[src/rtl/fnd_pkg.sv]
// rtl/fnd_pkg.sv - shared constants and helpers for the FND scan controller
package fnd_pkg;

  localparam logic ST_BLANK = 1'b0;
  localparam logic ST_DRIVE = 1'b1;

  localparam logic [7:0] SEG_BLANK  = 8'hFF;
  localparam logic [3:0] COM_OFF    = 4'b1111;
  localparam int         NUM_DIGITS = 4;

  // 1 when every nibble from digit i upward is zero (leading-zero test).
  function automatic logic upper_zero(input logic [15:0] v, input logic [1:0] i);
    logic z;
    z = 1'b1;
    for (int j = 0; j < NUM_DIGITS; j++) begin
      if (j >= int'(i) && v[4*j +: 4] != 4'h0) z = 1'b0;
    end
    return z;
  endfunction

endpackage

[src/rtl/decoder_7seg.sv]
// rtl/decoder_7seg.sv - hex nibble to active-low 7-segment pattern, dp dark
module decoder_7seg (
  input  logic [3:0] hex_value,
  output logic [7:0] seg_7
);

  always_comb begin
    case (hex_value)
      4'h0: seg_7 = 8'hC0;
      4'h1: seg_7 = 8'hF9;
      4'h2: seg_7 = 8'hA4;
      4'h3: seg_7 = 8'hB0;
      4'h4: seg_7 = 8'h99;
      4'h5: seg_7 = 8'h92;
      4'h6: seg_7 = 8'h82;
      4'h7: seg_7 = 8'hF8;
      4'h8: seg_7 = 8'h80;
      4'h9: seg_7 = 8'h90;
      4'hA: seg_7 = 8'h88;
      4'hB: seg_7 = 8'h83;
      4'hC: seg_7 = 8'hC6;
      4'hD: seg_7 = 8'hA1;
      4'hE: seg_7 = 8'h86;
      default: seg_7 = 8'h8E;
    endcase
  end

endmodule

[src/rtl/fnd_scan_ctrl.sv]
// rtl/fnd_scan_ctrl.sv - 4-digit common-anode FND scan with blanking gap,
// per-digit enable, decimal points and leading-zero blanking.
module fnd_scan_ctrl
  import fnd_pkg::*;
#(
  parameter int SCAN_DIV  = 100_000,
  parameter int BLANK_CYC = 1_000
) (
  input  logic        clk,
  input  logic        reset_n,
  input  logic [15:0] value,
  input  logic [3:0]  digit_en,
  input  logic [3:0]  dp_en,
  input  logic        lz_blank,
  output logic [7:0]  seg_7,
  output logic [3:0]  com,
  output logic        frame_tick
);

  localparam int             CW         = $clog2(SCAN_DIV);
  localparam logic [CW-1:0]  CNT_MAX    = CW'(SCAN_DIV - 1);
  localparam logic [CW-1:0]  BLANK_END  = CW'((BLANK_CYC == 0) ? 0 : BLANK_CYC - 1);
  localparam logic           SKIP_BLANK = (BLANK_CYC == 0);

  logic [CW-1:0] cnt_q, cnt_d;
  logic [1:0]    idx_q, idx_d;
  logic          state_q, state_d;
  logic [15:0]   shadow_q, shadow_d;
  logic [3:0]    com_q, com_d;
  logic [7:0]    seg_q, seg_d;
  logic          tick_q, tick_d;

  logic          frame_start;
  logic [15:0]   shadow_eff;
  logic [3:0]    nibble;
  logic [7:0]    dec_seg;
  logic          lit;
  logic          drive;

  decoder_7seg u_dec (
    .hex_value (nibble),
    .seg_7     (dec_seg)
  );

  always_comb begin
    // The frame-start cycle already displays the freshly captured value.
    frame_start = (cnt_q == '0) && (idx_q == 2'd0);
    shadow_eff  = frame_start ? value : shadow_q;
    shadow_d    = shadow_eff;
    nibble      = shadow_eff[{idx_q, 2'b00} +: 4];

    if (cnt_q == CNT_MAX) begin
      cnt_d   = '0;
      idx_d   = idx_q + 2'd1;
      state_d = SKIP_BLANK ? ST_DRIVE : ST_BLANK;
    end else begin
      cnt_d   = cnt_q + CW'(1);
      idx_d   = idx_q;
      state_d = (state_q == ST_BLANK && cnt_q == BLANK_END) ? ST_DRIVE : state_q;
    end

    drive = (state_q == ST_DRIVE) || SKIP_BLANK;
    lit   = digit_en[idx_q] &&
            !(lz_blank && idx_q != 2'd0 && upper_zero(shadow_eff, idx_q));

    tick_d = frame_start;
    if (drive && lit) begin
      com_d = ~(4'b0001 << idx_q);
      // Decoder leaves dp dark; pull it low here when requested.
      seg_d = {dec_seg[7] & ~dp_en[idx_q], dec_seg[6:0]};
    end else begin
      com_d = COM_OFF;
      seg_d = SEG_BLANK;
    end
  end

  always_ff @(posedge clk or negedge reset_n) begin
    if (!reset_n) begin
      cnt_q    <= '0;
      idx_q    <= 2'd0;
      state_q  <= ST_BLANK;
      shadow_q <= 16'h0000;
      com_q    <= COM_OFF;
      seg_q    <= SEG_BLANK;
      tick_q   <= 1'b0;
    end else begin
      cnt_q    <= cnt_d;
      idx_q    <= idx_d;
      state_q  <= state_d;
      shadow_q <= shadow_d;
      com_q    <= com_d;
      seg_q    <= seg_d;
      tick_q   <= tick_d;
    end
  end

  assign com        = com_q;
  assign seg_7      = seg_q;
  assign frame_tick = tick_q;

endmodule
[config.mk]
export PLATFORM = sky130hd
export DESIGN_NAME = fnd_scan_ctrl
export DESIGN_NICKNAME = d
export VERILOG_FILES = /design/src/rtl/fnd_pkg.sv /design/src/rtl/decoder_7seg.sv /design/src/rtl/fnd_scan_ctrl.sv
export SDC_FILE = /design/constraint.sdc
export NUM_CORES = 1
export LEC_CHECK = 0
export BUFFER_PORTS_ARGS = -buffer_cell sky130_fd_sc_hd__buf_2
export CAP_MARGIN = 20
export CORE_MARGIN = 10
export CORE_UTILIZATION = 45
export CTS_CLUSTER_DIAMETER = 120
export DETAILED_ROUTE_END_ITERATION = 10
export PLACE_DENSITY = 0.65
export SLEW_MARGIN = 40
export SYNTH_ARGS = -nofsm -noshare
export SYNTH_HDL_FRONTEND = slang
export SYNTH_HIERARCHICAL = 1
export SYNTH_SLANG_ARGS = --single-unit
[constraint.sdc]
create_clock -name clk -period 4.85 [get_ports clk]
set_clock_uncertainty 0.15 [all_clocks]
set_input_delay 0.2425 -clock clk [delete_from_list [all_inputs] [get_ports clk]]
set_output_delay 0.2425 -clock clk [all_outputs]
set_load 0.005 [all_outputs]
### After elaboration in Yosys (flattened, before gate mapping)

Memory sizes are Yosys's and may differ from the RTL's.
Index checks and enable logic that the tools add are counted.

* add/sub/neg operators: 2
* $lt $le $gt $ge: 4
* equal/unequal tests: 2
* shifts and indexed selects: 2
* mux-type cells: 14
* bitwise gates (word level): 4
* reduce and logical (&&, ||, !) cells: 18

Operator list (number)
* $add 17x1->17 const B: 1
* $eq 17x10->1 const B: 1
* $eq 17x17->1 const B: 1
* $logic_not 17->1: 1
* $mux 17: 1
* $mux 16: 1
* $reduce_bool 4->1: 4
* $shiftx 16x5->4: 1
* $logic_and 1x1->1: 9
* $mux 1: 8
* $mux 8: 1
* $bmux 1 s2: 2
* $ge 1x2->1 const A: 2
* $mux 4: 1
* $not 4->4: 1
* $reduce_bool 2->1: 2
* $shl 1x2->4 const A: 1
* $lt 2x3->1 const B: 1
* $add 2x1->2 const B: 1
* $ge 2x2->1 const A: 1
* $logic_not 2->1: 1
* $not 1->1: 2
* $and 1x1->1 const A: 1
* $logic_not 1->1: 1

* register bits after elaboration: 49
* bits in read-only memories: 112
* input port bits: 27
* output and inout bits: 13
* word-level logic and storage cells: 54
* memories: 1

Memories
* (no name shown): depth 16, bits a word 7, rd ports 1, clocked after memory_dff 0, wr ports 0, line decoder_7seg.sv:8 `case (hex_value)`

### Logic depth before layout (Yosys ltp)

Gate-level depths: netlist of run 1.

* depth in word-level cells: 14
* depth in mapped cells: 14
* mapped depth without buffers: 13

### By module

The synthesis of run 1 kept the hierarchy.

Modules (own cells, without submodules)
* fnd_scan_ctrl: instances 1, cells each 185, area each 2362.3 µm², sequential area each 1241.2 µm²
* decoder_7seg: instances 1, cells each 34, area each 286.5 µm², sequential area each 0.0 µm²

### Worst setup path after synthesis of run 1

No wires, ideal clock.

* path kind: register -> register
* from: reg idx_q[0]
* to: reg seg_q[0], in the netlist seg_7[0]
* setup time: 0.073 ns
* arrival: 3.441 ns
* data required time: 4.627 ns
* path slack: 1.185 ns
* cell stages (with the launch flop): 15
* buffers on the path: 2
* period minus slack after synthesis: 3.665 ns
* path through: dfrtp_1 -> buf_2 -> inv_1 -> ha_1 -> nand3_1 -> nor3_4 -> buf_12 -> mux2_4 -> mux4_2 -> inv_1 -> ha_1 -> and2b_2 -> or3b_1 -> o21ai_0 -> o21bai_1

* elaborated cells on any way between the ends: 28
* those cells by class: order compare (3); shift (1); mux (8); reduce/logical (15); memory (1)

RTL lines
* start, declared: line fnd_scan_ctrl.sv:26 `logic [1:0] idx_q, idx_d;`
* start signal, assigned: line fnd_scan_ctrl.sv:88 `idx_q <= idx_d;`
* $logic_not 2->1: line fnd_scan_ctrl.sv:47 `frame_start = (cnt_q == '0) && (idx_q == 2'd0);`
* $logic_and 1x1->1: line fnd_scan_ctrl.sv:47
* $mux 16: line fnd_scan_ctrl.sv:48 `shadow_eff = frame_start ? value : shadow_q;`
* via shadow_d[5]: line fnd_scan_ctrl.sv:28 `logic [15:0] shadow_q, shadow_d;`
* $shiftx 16x5->4: line fnd_scan_ctrl.sv:50 `nibble = shadow_eff[{idx_q, 2'b00} +: 4];`
* via nibble[1]: line fnd_scan_ctrl.sv:35 `logic [3:0] nibble;`
* $mem_v2 16x7
* via dec_seg[0]: line fnd_scan_ctrl.sv:36 `logic [7:0] dec_seg;`
* $mux 8: line fnd_scan_ctrl.sv:67 `if (drive && lit) begin`
* via seg_d[0]: line fnd_scan_ctrl.sv:30 `logic [7:0] seg_q, seg_d;`
* end signal, assigned: line fnd_scan_ctrl.sv:92 `seg_q <= seg_d;`
* end, declared: line fnd_scan_ctrl.sv:30

The timed path passes the listed nets, and every way through them passes these cells. The select of a mux whose other input is x is not followed.
A chain may end at the register's enable or synchronous reset.

### Worst setup path after layout of run 1

* from: reg idx_q[1]
* to: reg seg_q[0], in the netlist seg_7[0]

The elaborated chain is that of the path after synthesis.

==> results of run 1 <==
[layer usage]
metal / vias up / part of all wire [%] / wire [um] / GRT usage (%)
met1: 862 / 49 / 2670 / 15.0
met4: 0 / 1.6 / 85 / 3.61
met5: - / 0 / 0 / 0
met3: 7 / 4.2 / 226 / 3.05
li1: 864 / - / - / -
met2: 38 / 45 / 2420 / 17.2
[kinds of logic after synthesis]
family / share of synthesized area, %
simple gates: 14.9
flops: 46.9
mux: 16.3
compound gates: 6.47
buf+inv: 3.92
xor+xnor: 5.29
fa+ha+maj: 6.14
other cells: 0.142
[flip-flops by register name (all words and copies together) (netlist names)]
name	cells
seg_7	8
shadow_q	16
idx_q	2
cnt_q	17
frame_tick	1
drive	1
com	4
[worst max-delay path by stage]
stage / end / slack, ps / depth (start not counted)
global route: seg_7[0]$_DFF_PN1_ / 420 / 11
detailed placement: seg_7[0]$_DFF_PN1_ / 710 / 11
global placement: seg_7[0]$_DFF_PN1_ / 810 / 11
finish: seg_7[0]$_DFF_PN1_ / 670 / 11
floorplan: seg_7[0]$_DFF_PN1_ / 1190 / 14
CTS: seg_7[0]$_DFF_PN1_ / 690 / 11
[worst max-delay path, stage by stage, from the launching register on]
cell	delay, ps
sky130_fd_sc_hd__dfrtp_1	510
sky130_fd_sc_hd__inv_1	190
sky130_fd_sc_hd__ha_1	240
sky130_fd_sc_hd__nand3_1	150
sky130_fd_sc_hd__nor3_4	660
sky130_fd_sc_hd__buf_4	280
sky130_fd_sc_hd__mux2_4	310
sky130_fd_sc_hd__mux4_1	760
sky130_fd_sc_hd__and2b_2	330
sky130_fd_sc_hd__or3b_1	360
sky130_fd_sc_hd__o21ai_0	70
sky130_fd_sc_hd__o21bai_1	120
[per-stage QoR]
stage | util (%) | hold slack, ps | instance area (um2) | setup slack [ps] | cells
detailed placement | 51.7 | 146 | 2900 | 709 | 326
floorplan | - | -203 | 2650 | 1190 | 219
global placement | 51.6 | 331 | 2890 | 814 | 326
finish | 53.3 | 40.8 | 2990 | 671 | 335
global route | 53.3 | 33.7 | 2990 | 422 | 335
CTS | 53.3 | 35.5 | 2990 | 687 | 335
[cells in the final DEF, fill, tap and decap left out, drive strengths merged, types with 3 or more instances in the layout]
cell type	count
o22ai	3
mux4	6
ha	13
mux2	17
xnor2	9
nand4	6
nand3	9
clkbuf	8
nor2	16
a21oi	3
o21bai	7
nand2	10
xor2	7
nor4	4
o21ai	7
buf	43
mux2i	6
and3	5
nor3	6
dfstp	12
dfrtp	37
inv	9
[cell type report]
class / count / area, um2 / share of cell area, %
well taps: 72 / 90.1 / 3.01
clock buffers: 8 / 80.1 / 2.68
multi-input cells: 153 / 1310 / 43.7
flip-flops and latches: 49 / 1240 / 41.5
inverters: 9 / 33.8 / 1.13
repair buffers: 44 / 238 / 7.95
[report_power, final]
group          switching [W]  leakage, nW  internal (W)  total (W)
Sequential        0.00000321        0.592      0.000415   0.000419
Combinational      0.0000284        0.705     0.0000291  0.0000575
Clock               0.000127       0.0395      0.000103   0.000230
Total               0.000158         1.34      0.000547   0.000706
==> results by stage, run 1 <==
Placement:
- The global placer's final weighted congestion is 0.799.
- The half-perimeter wire length of the detailed placement result is 4100 um.
- The number of port buffers is 39.

Timing:
- Measured against its own limit, the worst slew margin works out to 50.9%.
- Setup repair after global routing left no endpoint under its margin.
- The total count of hold-check failures in the final report is 0.
- The number of setup violations in the final report is 0.
- The post-route fraction of the period consumed by the critical path is between 80% and 90%.
- The final sum of negative setup slack is 0 ps.
- At the pin with the least slew margin, the transition time is around 730 ps.
- The total count of max-transition violations in the final report is 0.
- Based on the critical path, the design can be clocked at up to ~0.24 GHz.
- Counting I/O delays and the setup requirement, the final critical path takes 4180 ps.

Floorplanning:
- After floorplanning, the core was divided into 27 placement rows.
- The die boundary height is 96.7 um.
- The area of the die is around 9400 um2.
- The initial utilization of the core area, before any placement, comes to 47.2%.
- After floorplanning, the core was sized to cover roughly 5600 um2.
- Pin placement for this block handled 40 I/O pins.
- The die boundary width is around 97 um.

Detailed routing:
- The via density per instance is 5.29.
- The post-detailed-route DRC marker count is 0.
- The number of DRC violations after detailed-routing iteration 0 is 71.
- The routed layout has around 1800 vias.
- In the final routed layout, each cell accounts on average for between 15 and 20 um.
- In this run the remaining antenna-violating nets after routing total 0.
- The length of the first detailed-routing pass in iterations is 4.
- The final wirelength is about 5400 um.

Clock network:
- Counting the buffers created by CTS gives 5.
- The number of cells upsized or downsized after cts is 0.
- Clock-pin slew was measured on the worst setup and hold paths at 80 ps.
- Buffers inserted to repair hold after CTS numbered 1.
- The clock passes through at most 2 buffers.
- TritonCTS built the clock tree.
- Buffers added to address setup during post-CTS repair amount to 0.
- The count of H-tree levels built during CTS is 2.
- The later pin in the worst-skew pair is clocked with a latency of approximately 290 ps.
- The tree built by TritonCTS fans out to 49 sinks.
- CTS placed an instance of sky130_fd_sc_hd__clkbuf_8 at the clock tree root.

Run:
- Across the run, the number of max-cap violations was 0.

Final layout:
- The relative area change from synthesis to final layout is 12.9%.
- The fill cell instance count of the final layout is about 530.
- The diode insertion count for antenna repair is 0.
- The net count reported at finish is just over 300.
- The fraction of final layout cells sized beyond drive strength 1 is between 30% and 40%.

GRT:
- The largest net degree at the start of global routing is 50.
- The first global-routing pass estimated 8970 um of wire.
- The number of antenna violations at the first check in global routing is 0.
- The via count of the first global-routing pass came to between 1500 and 2000.
- The global router's overall resource usage is approximately 11%.
- For this run the aggregate overflow at the end of global routing stands at 0.

Synth:
- The cell area after technology mapping is about 2600 um2.
- The share of flip-flops with an asynchronous set or reset is between 90% and 100%.
- Yosys attributes the largest share of cell area to sky130_fd_sc_hd__dfrtp_1 (35%), sky130_fd_sc_hd__dfstp_2 (12%), sky130_fd_sc_hd__ha_1 (6.1%).
- The cell count after synthesis is between 200 and 250.
- Among all cell types in the netlist, the one instantiated most often is sky130_fd_sc_hd__dfrtp_1.
- The biggest area consumer among synthesized cells is sky130_fd_sc_hd__dfrtp_1.
- Dividing the synthesized area by the synthesized cell count gives approximately 12 um2.
- The dominant register cell in the synthesized netlist is sky130_fd_sc_hd__dfrtp_1.
- Counting instances in the post-synthesis netlist gives the leading cell types as sky130_fd_sc_hd__dfrtp_1 (37), sky130_fd_sc_hd__nor2_1 (16), sky130_fd_sc_hd__ha_1 (13).
- In this run, distinct cell masters in the synthesized netlist total 45.
- The share of the synthesized area in the top cell type is 35.0%.
- Counting every net in the synthesized netlist gives between 200 and 300.
- The number of synthesized flops with an enable pin is 0.
- Synthesis inferred 49 register bits.
- The number of warnings issued by yosys is 6.
- The sequential cell area fraction in the yosys report is 46.9%.

Setup path:
- Of all nets on the critical path, the largest fanout is 14.
- The worst reg2reg path depth is 11.
- The register-to-register setup slack is ~670 ps.
- The required time of the critical path is about 4900 ps.
- The startpoint identified for the worst register-to-register timing path is idx_q[1]$_DFFE_PN0N_.
- In this run the critical register-to-register path is captured at seg_7[0]$_DFF_PN1_.
- The type of origin of the critical path is a flip-flop.
- The startpoint of the worst setup timing path is idx_q[1]$_DFFE_PN0N_.
- The kind of end point of the critical path is a flip-flop.
- At the worst endpoint, the arrival time is roughly 4300 ps.
- The startpoint-to-endpoint class of the critical path is flip-flop to flip-flop.

Min path:
- The worst hold path terminates at shadow_q[0]$_DFF_PN0_.
- The startpoint identified for the worst hold timing path is value[0].
- The worst hold path passes through 2 cells.
- In this run the worst hold path is classified as input pin to flip-flop.

Power and ir drop:
- In this run the power density over the cells is about 240 nW/um2.
- In this run the static leakage power is about 1.3 nW.
- The design draws between 0.0007 and 0.0008 W.
- The worst voltage drop across the vdd grid is around 150 uV.

Outcome:
- The run finished with clean final reports.
(Power assumes the default switching activity.)
==> run 2: changes to the inputs <==
Settings changed: ABC_AREA set to 1, PLACE_DENSITY 0.65 to not set.
==> results by stage, run 2 <==
Power and ir drop:
- The power density of the placed cells was 224 nW/um2 (was 236 nW/um2).
- The leakage power summed over all cells came to 1.68 nW (was 1.34 nW).
- The worst voltage drop across the vdd grid is 116 uV (was 146 uV).

Synth:
- Area contributors post-synth: sky130_fd_sc_hd__dfrtp_1 (32%), sky130_fd_sc_hd__dfstp_2 (11%), sky130_fd_sc_hd__nand2_1 (8.7%) (was sky130_fd_sc_hd__dfrtp_1 (35%), sky130_fd_sc_hd__dfstp_2 (12%), sky130_fd_sc_hd__ha_1 (6.1%)).
- The synthesized area per cell is 8.05 um2 (was 12.1 um2).
- The share of flip-flops with an asynchronous set or reset came to 100% (unchanged).
- The dominant register cell in the synthesized netlist is sky130_fd_sc_hd__dfrtp_1 (unchanged).
- The number of synthesized register bits is 49 (unchanged).
- The share of the synthesized area in the top cell type is 31.7% (was 35.0%).
- The count of different cell masters after synthesis is 34 (was 45).
- The sequential cell area fraction in the yosys report is 42.5% (was 46.9%).
- The cell count after synthesis came to 363 (was 219).
- The biggest area consumer among synthesized cells is sky130_fd_sc_hd__dfrtp_1 (unchanged).
- The number of synthesized flops with an enable pin is 0 (unchanged).
- The cell area after technology mapping came to 2920 um2 (was 2650 um2).
- Most used standard cells in the synthesized netlist: sky130_fd_sc_hd__nand2_1 (68), sky130_fd_sc_hd__inv_1 (50), sky130_fd_sc_hd__dfrtp_1 (37) (was sky130_fd_sc_hd__dfrtp_1 (37), sky130_fd_sc_hd__nor2_1 (16), sky130_fd_sc_hd__ha_1 (13)).
- The cell with the most instances after synthesis was sky130_fd_sc_hd__nand2_1 (was sky130_fd_sc_hd__dfrtp_1).
- The number of warnings issued by yosys came to 6 (unchanged).
- The synthesized netlist net count is 403 (was 259).

Setup path:
- The required time of the critical path came to 4930 ps (about the same).
- The buffer and inverter count on the worst path was 4 (was 2).
- The top fanout value on the critical path was 16 (was 14).
- The delay of the slowest critical-path stage came to 550 ps (was 760 ps).
- The worst reg2reg path depth is 17 (was 11).
- The family of cells with the greatest summed delay on the critical path is compound AO/OA/AOI/OAI gates (was simple AND/OR/NAND/NOR gates).
- The type of origin of the critical path was a flip-flop (unchanged).
- Counting stages on the worst path, the most repeated cell is sky130_fd_sc_hd__inv_1.
- The data arrival time of the critical path is 3920 ps (was 4250 ps).
- The kind of end point of the critical path is a flip-flop (unchanged).
- The cell at the slowest stage of the critical path is sky130_fd_sc_hd__dfrtp_1 (was sky130_fd_sc_hd__mux4_1).
- The end of the worst register-to-register path is seg_7[3]$_DFF_PN1_ (was seg_7[0]$_DFF_PN1_).
- The startpoint-to-endpoint class of the critical path is flip-flop to flip-flop (unchanged).
- The reg-to-reg startpoint is idx_q[0]$_DFFE_PN0N_ (was idx_q[1]$_DFFE_PN0N_).
- The register-to-register setup slack is 1010 ps (was 670 ps).
- Critical path cell sequence: inv_1 -> ha_1 -> inv_1 -> nor2_1 -> nand2_2 -> nor2_8 -> nand3_4 -> o21ai_1 -> o21ai_0 -> o22ai_1 -> inv_1 -> ha_1 -> nand2_1 -> nand3_1 -> nand2_1 -> inv_1 -> nand3_2 (was inv_1 -> ha_1 -> nand3_1 -> nor3_4 -> buf_4 -> mux2_4 -> mux4_1 -> and2b_2 -> or3b_1 -> o21ai_0 -> o21bai_1).

Min path:
- The hold path endpoint is shadow_q[2]$_DFF_PN0_ (was shadow_q[0]$_DFF_PN0_).
- The instance count along the most critical hold path was 3 (was 2).
- The type of the worst min-delay path was input pin to flip-flop (unchanged).
- The hold path startpoint was value[2] (was value[0]).

Floorplanning:
- The area of the placeable core is 6310 um2 (was 5610 um2).
- The area of the die is 10100 um2 (was 9350 um2).
- The die boundary height is 101 um (was 96.7 um).
- The starting density of the core is 46.3% (was 47.2%).
- The boundary pin count is 40 (unchanged).
- The number of placement rows is 29 (was 27).
- The die boundary width is 101 um (was 96.7 um).

Timing:
- The number of setup violations in the final report is 0 (unchanged).
- The total count of hold-check failures in the final report is 0 (unchanged).
- The slew at the pin closest to its max-slew limit is 618 ps (was 734 ps).
- The relative max-transition margin was 58.5% (was 50.9%).
- The final sum of negative setup slack came to 0 ps (unchanged).
- The minimum clock period after layout came to 3840 ps (was 4180 ps).
- The post-route fraction of the period consumed by the critical path came to 79.1% (was 86.2%).
- RSZ-0062 raised after global routing: false (unchanged).
- The total count of max-transition violations in the final report came to 0 (unchanged).
- The final worst-path setup slack is 1010 ps (was 671 ps).
- The timing-limited maximum frequency is 0.261 GHz (was 0.239 GHz).

Detailed routing:
- The detailed-route wire length per cell came to 14.0 um (was 16.1 um).
- The post-detailed-route DRC marker count is 0 (unchanged).
- The via count was 2423 (was 1771).
- The number of DRC violations after detailed-routing iteration 0 is 101 (was 71).
- The final wirelength was 6750 um (was 5410 um).
- The number of nets still failing antenna checks after routing is 0 (unchanged).
- The length of the first detailed-routing pass in iterations is 4 (unchanged).
- The via density per instance is 5.03 (was 5.29).

Final layout:
- The area of all sequential standard cells is 1240 um2 (unchanged).
- The diode insertion count for antenna repair came to 0 (unchanged).
- The fraction of final layout cells sized beyond drive strength 1 is 24.0% (was 33.8%).
- The fill cell instance count of the final layout came to 624 (was 525).
- The most common library cell in the layout ignoring fill and taps is sky130_fd_sc_hd__nand2_1 (was sky130_fd_sc_hd__buf_2).
- Top library cells by usage in the layout, fill and taps aside: sky130_fd_sc_hd__nand2_1 (68), sky130_fd_sc_hd__inv_1 (50), sky130_fd_sc_hd__buf_2 (38) (was sky130_fd_sc_hd__buf_2 (38), sky130_fd_sc_hd__dfrtp_1 (37), sky130_fd_sc_hd__nor2_1 (16)).
- The combined area of the multi-input logic cells is 1400 um2 (was 1310 um2).
- The net count reported at finish is 444 (was 302).
- The relative area change from synthesis to final layout is 12.3% (was 12.9%).
- The register with the most flip-flops is cnt_q (unchanged).
- The number of flip-flops in the largest register is 17 (unchanged).

GRT:
- The via count of the first global-routing pass is 2376 (was 1803).
- The number of antenna violations at the first check in global routing is 0 (unchanged).
- The largest net degree at the start of global routing was 50 (unchanged).
- The first-pass GRT wire length is 11300 um (was 8970 um).
- The sum of overflow across all layers after global routing is 0 (unchanged).
- The global router's overall resource usage is 13.5% (was 11.3%).

Placement:
- The number of port buffers came to 39 (unchanged).
- The pre-CTS worst setup slack is 1010 ps (was 709 ps).
- The global placer's final weighted congestion was 0.908 (was 0.799).
- The half-perimeter wire length of the detailed placement result came to 5240 um (was 4100 um).

Clock network:
- The clock latency reported for the late side of the worst-skew pair is 310 ps (was 290 ps).
- The total setup buffers inserted after CTS is 0 (unchanged).
- The number of buffers created by CTS came to 5 (unchanged).
- The clock slew seen by the registers of the worst setup and hold paths is 100 ps (was 80 ps).
- The clock tree root buffer cell is sky130_fd_sc_hd__clkbuf_8 (unchanged).
- The count of H-tree levels built during CTS is 2 (unchanged).
- The TritonCTS clock tree is yes (unchanged).
- The number of buffers on the longest clock path is 2 (unchanged).
- The number of cells upsized or downsized after cts was 0 (unchanged).
- The number of clock sinks is 49 (unchanged).

Run:
- The count of max-cap constraint violations came to 0 (unchanged).

Outcome:
- Status: completed (unchanged).
-- run 2: how the worst max path moves through the flow --
stage / startpoint / end / slack, ps / cells after the start
3_3_place_gp: idx_q[0]$_DFFE_PN0N_ / seg_7[3]$_DFF_PN1_ / 1130 / 17
2_1_floorplan: idx_q[0]$_DFFE_PN0N_ / seg_7[3]$_DFF_PN1_ / 1600 / 20
3_5_place_dp: idx_q[0]$_DFFE_PN0N_ / seg_7[3]$_DFF_PN1_ / 1010 / 17
6_report: idx_q[0]$_DFFE_PN0N_ / seg_7[3]$_DFF_PN1_ / 1010 / 17
4_1_cts: idx_q[0]$_DFFE_PN0N_ / seg_7[3]$_DFF_PN1_ / 1000 / 17
5_1_grt: idx_q[0]$_DFFE_PN0N_ / seg_7[3]$_DFF_PN1_ / 600 / 17
-- run 2: kinds of logic after synthesis --
family          after synthesis  share of synthesized area (%)
other cells                   1                          0.128
buf+inv                      68                           9.72
simple gates                179                           31.5
xor+xnor                      6                           1.80
flops                        49                           42.5
fa+ha+maj                    13                           5.57
compound gates               47                           8.86
-- run 2: routing by layer --
| metal | up-vias | GRT usage [%] | part of all wire [%] |
|---|---|---|---|
| met1 | 1115 | 18.3 | 49 |
| met2 | 60 | 20.5 | 44 |
| met4 | 0 | 4.46 | 1.1 |
| li1 | 1243 | - | - |
| met5 | - | 0 | 0 |
| met3 | 5 | 3.29 | 6.3 |
-- run 2: worst min-delay path, stage by stage --
cell and delay (ps):
sky130_fd_sc_hd__buf_2 80, sky130_fd_sc_hd__nand2_1 40, sky130_fd_sc_hd__nand2_1 80
-- run 2: through the flow --
| stage | util (%) | power [W] | hold slack [ps] | area, um2 | cells |
|---|---|---|---|---|---|
| 2_1_floorplan | - | 0.000459 | -203 | 2920 | 363 |
| 3_3_place_gp | 50.1 | 0.000485 | 299 | 3160 | 472 |
| 3_5_place_dp | 50.1 | 0.000485 | 152 | 3170 | 472 |
| 4_1_cts | 51.9 | 0.000742 | 14.4 | 3280 | 482 |
| 5_1_grt | 52.0 | 0.000771 | 25.7 | 3280 | 482 |
| 6_report | 52.0 | 0.000735 | 19.8 | 3280 | 482 |
-- run 2: layout make-up --
type,instances,share of cell area [%]
inverters,60,6.86
repair buffers,42,6.86
clock inverters,3,0.762
multi-input cells,246,42.7
flip-flops and latches,49,37.8
well taps,77,2.93
clock buffers,5,2.10
-- run 2: power by group --
group / internal [W] / switching (W)
Clock: 0.000104 / 0.000152
Combinational: 0.0000224 / 0.0000385
Sequential: 0.000415 / 0.00000191
Total: 0.000542 / 0.000192
-- run 2: timing repair --
item                       in CTS  in global routing
hold endpoints to repair       38                  0
setup endpoints to repair       0                  0
hold buffers                    2                  0
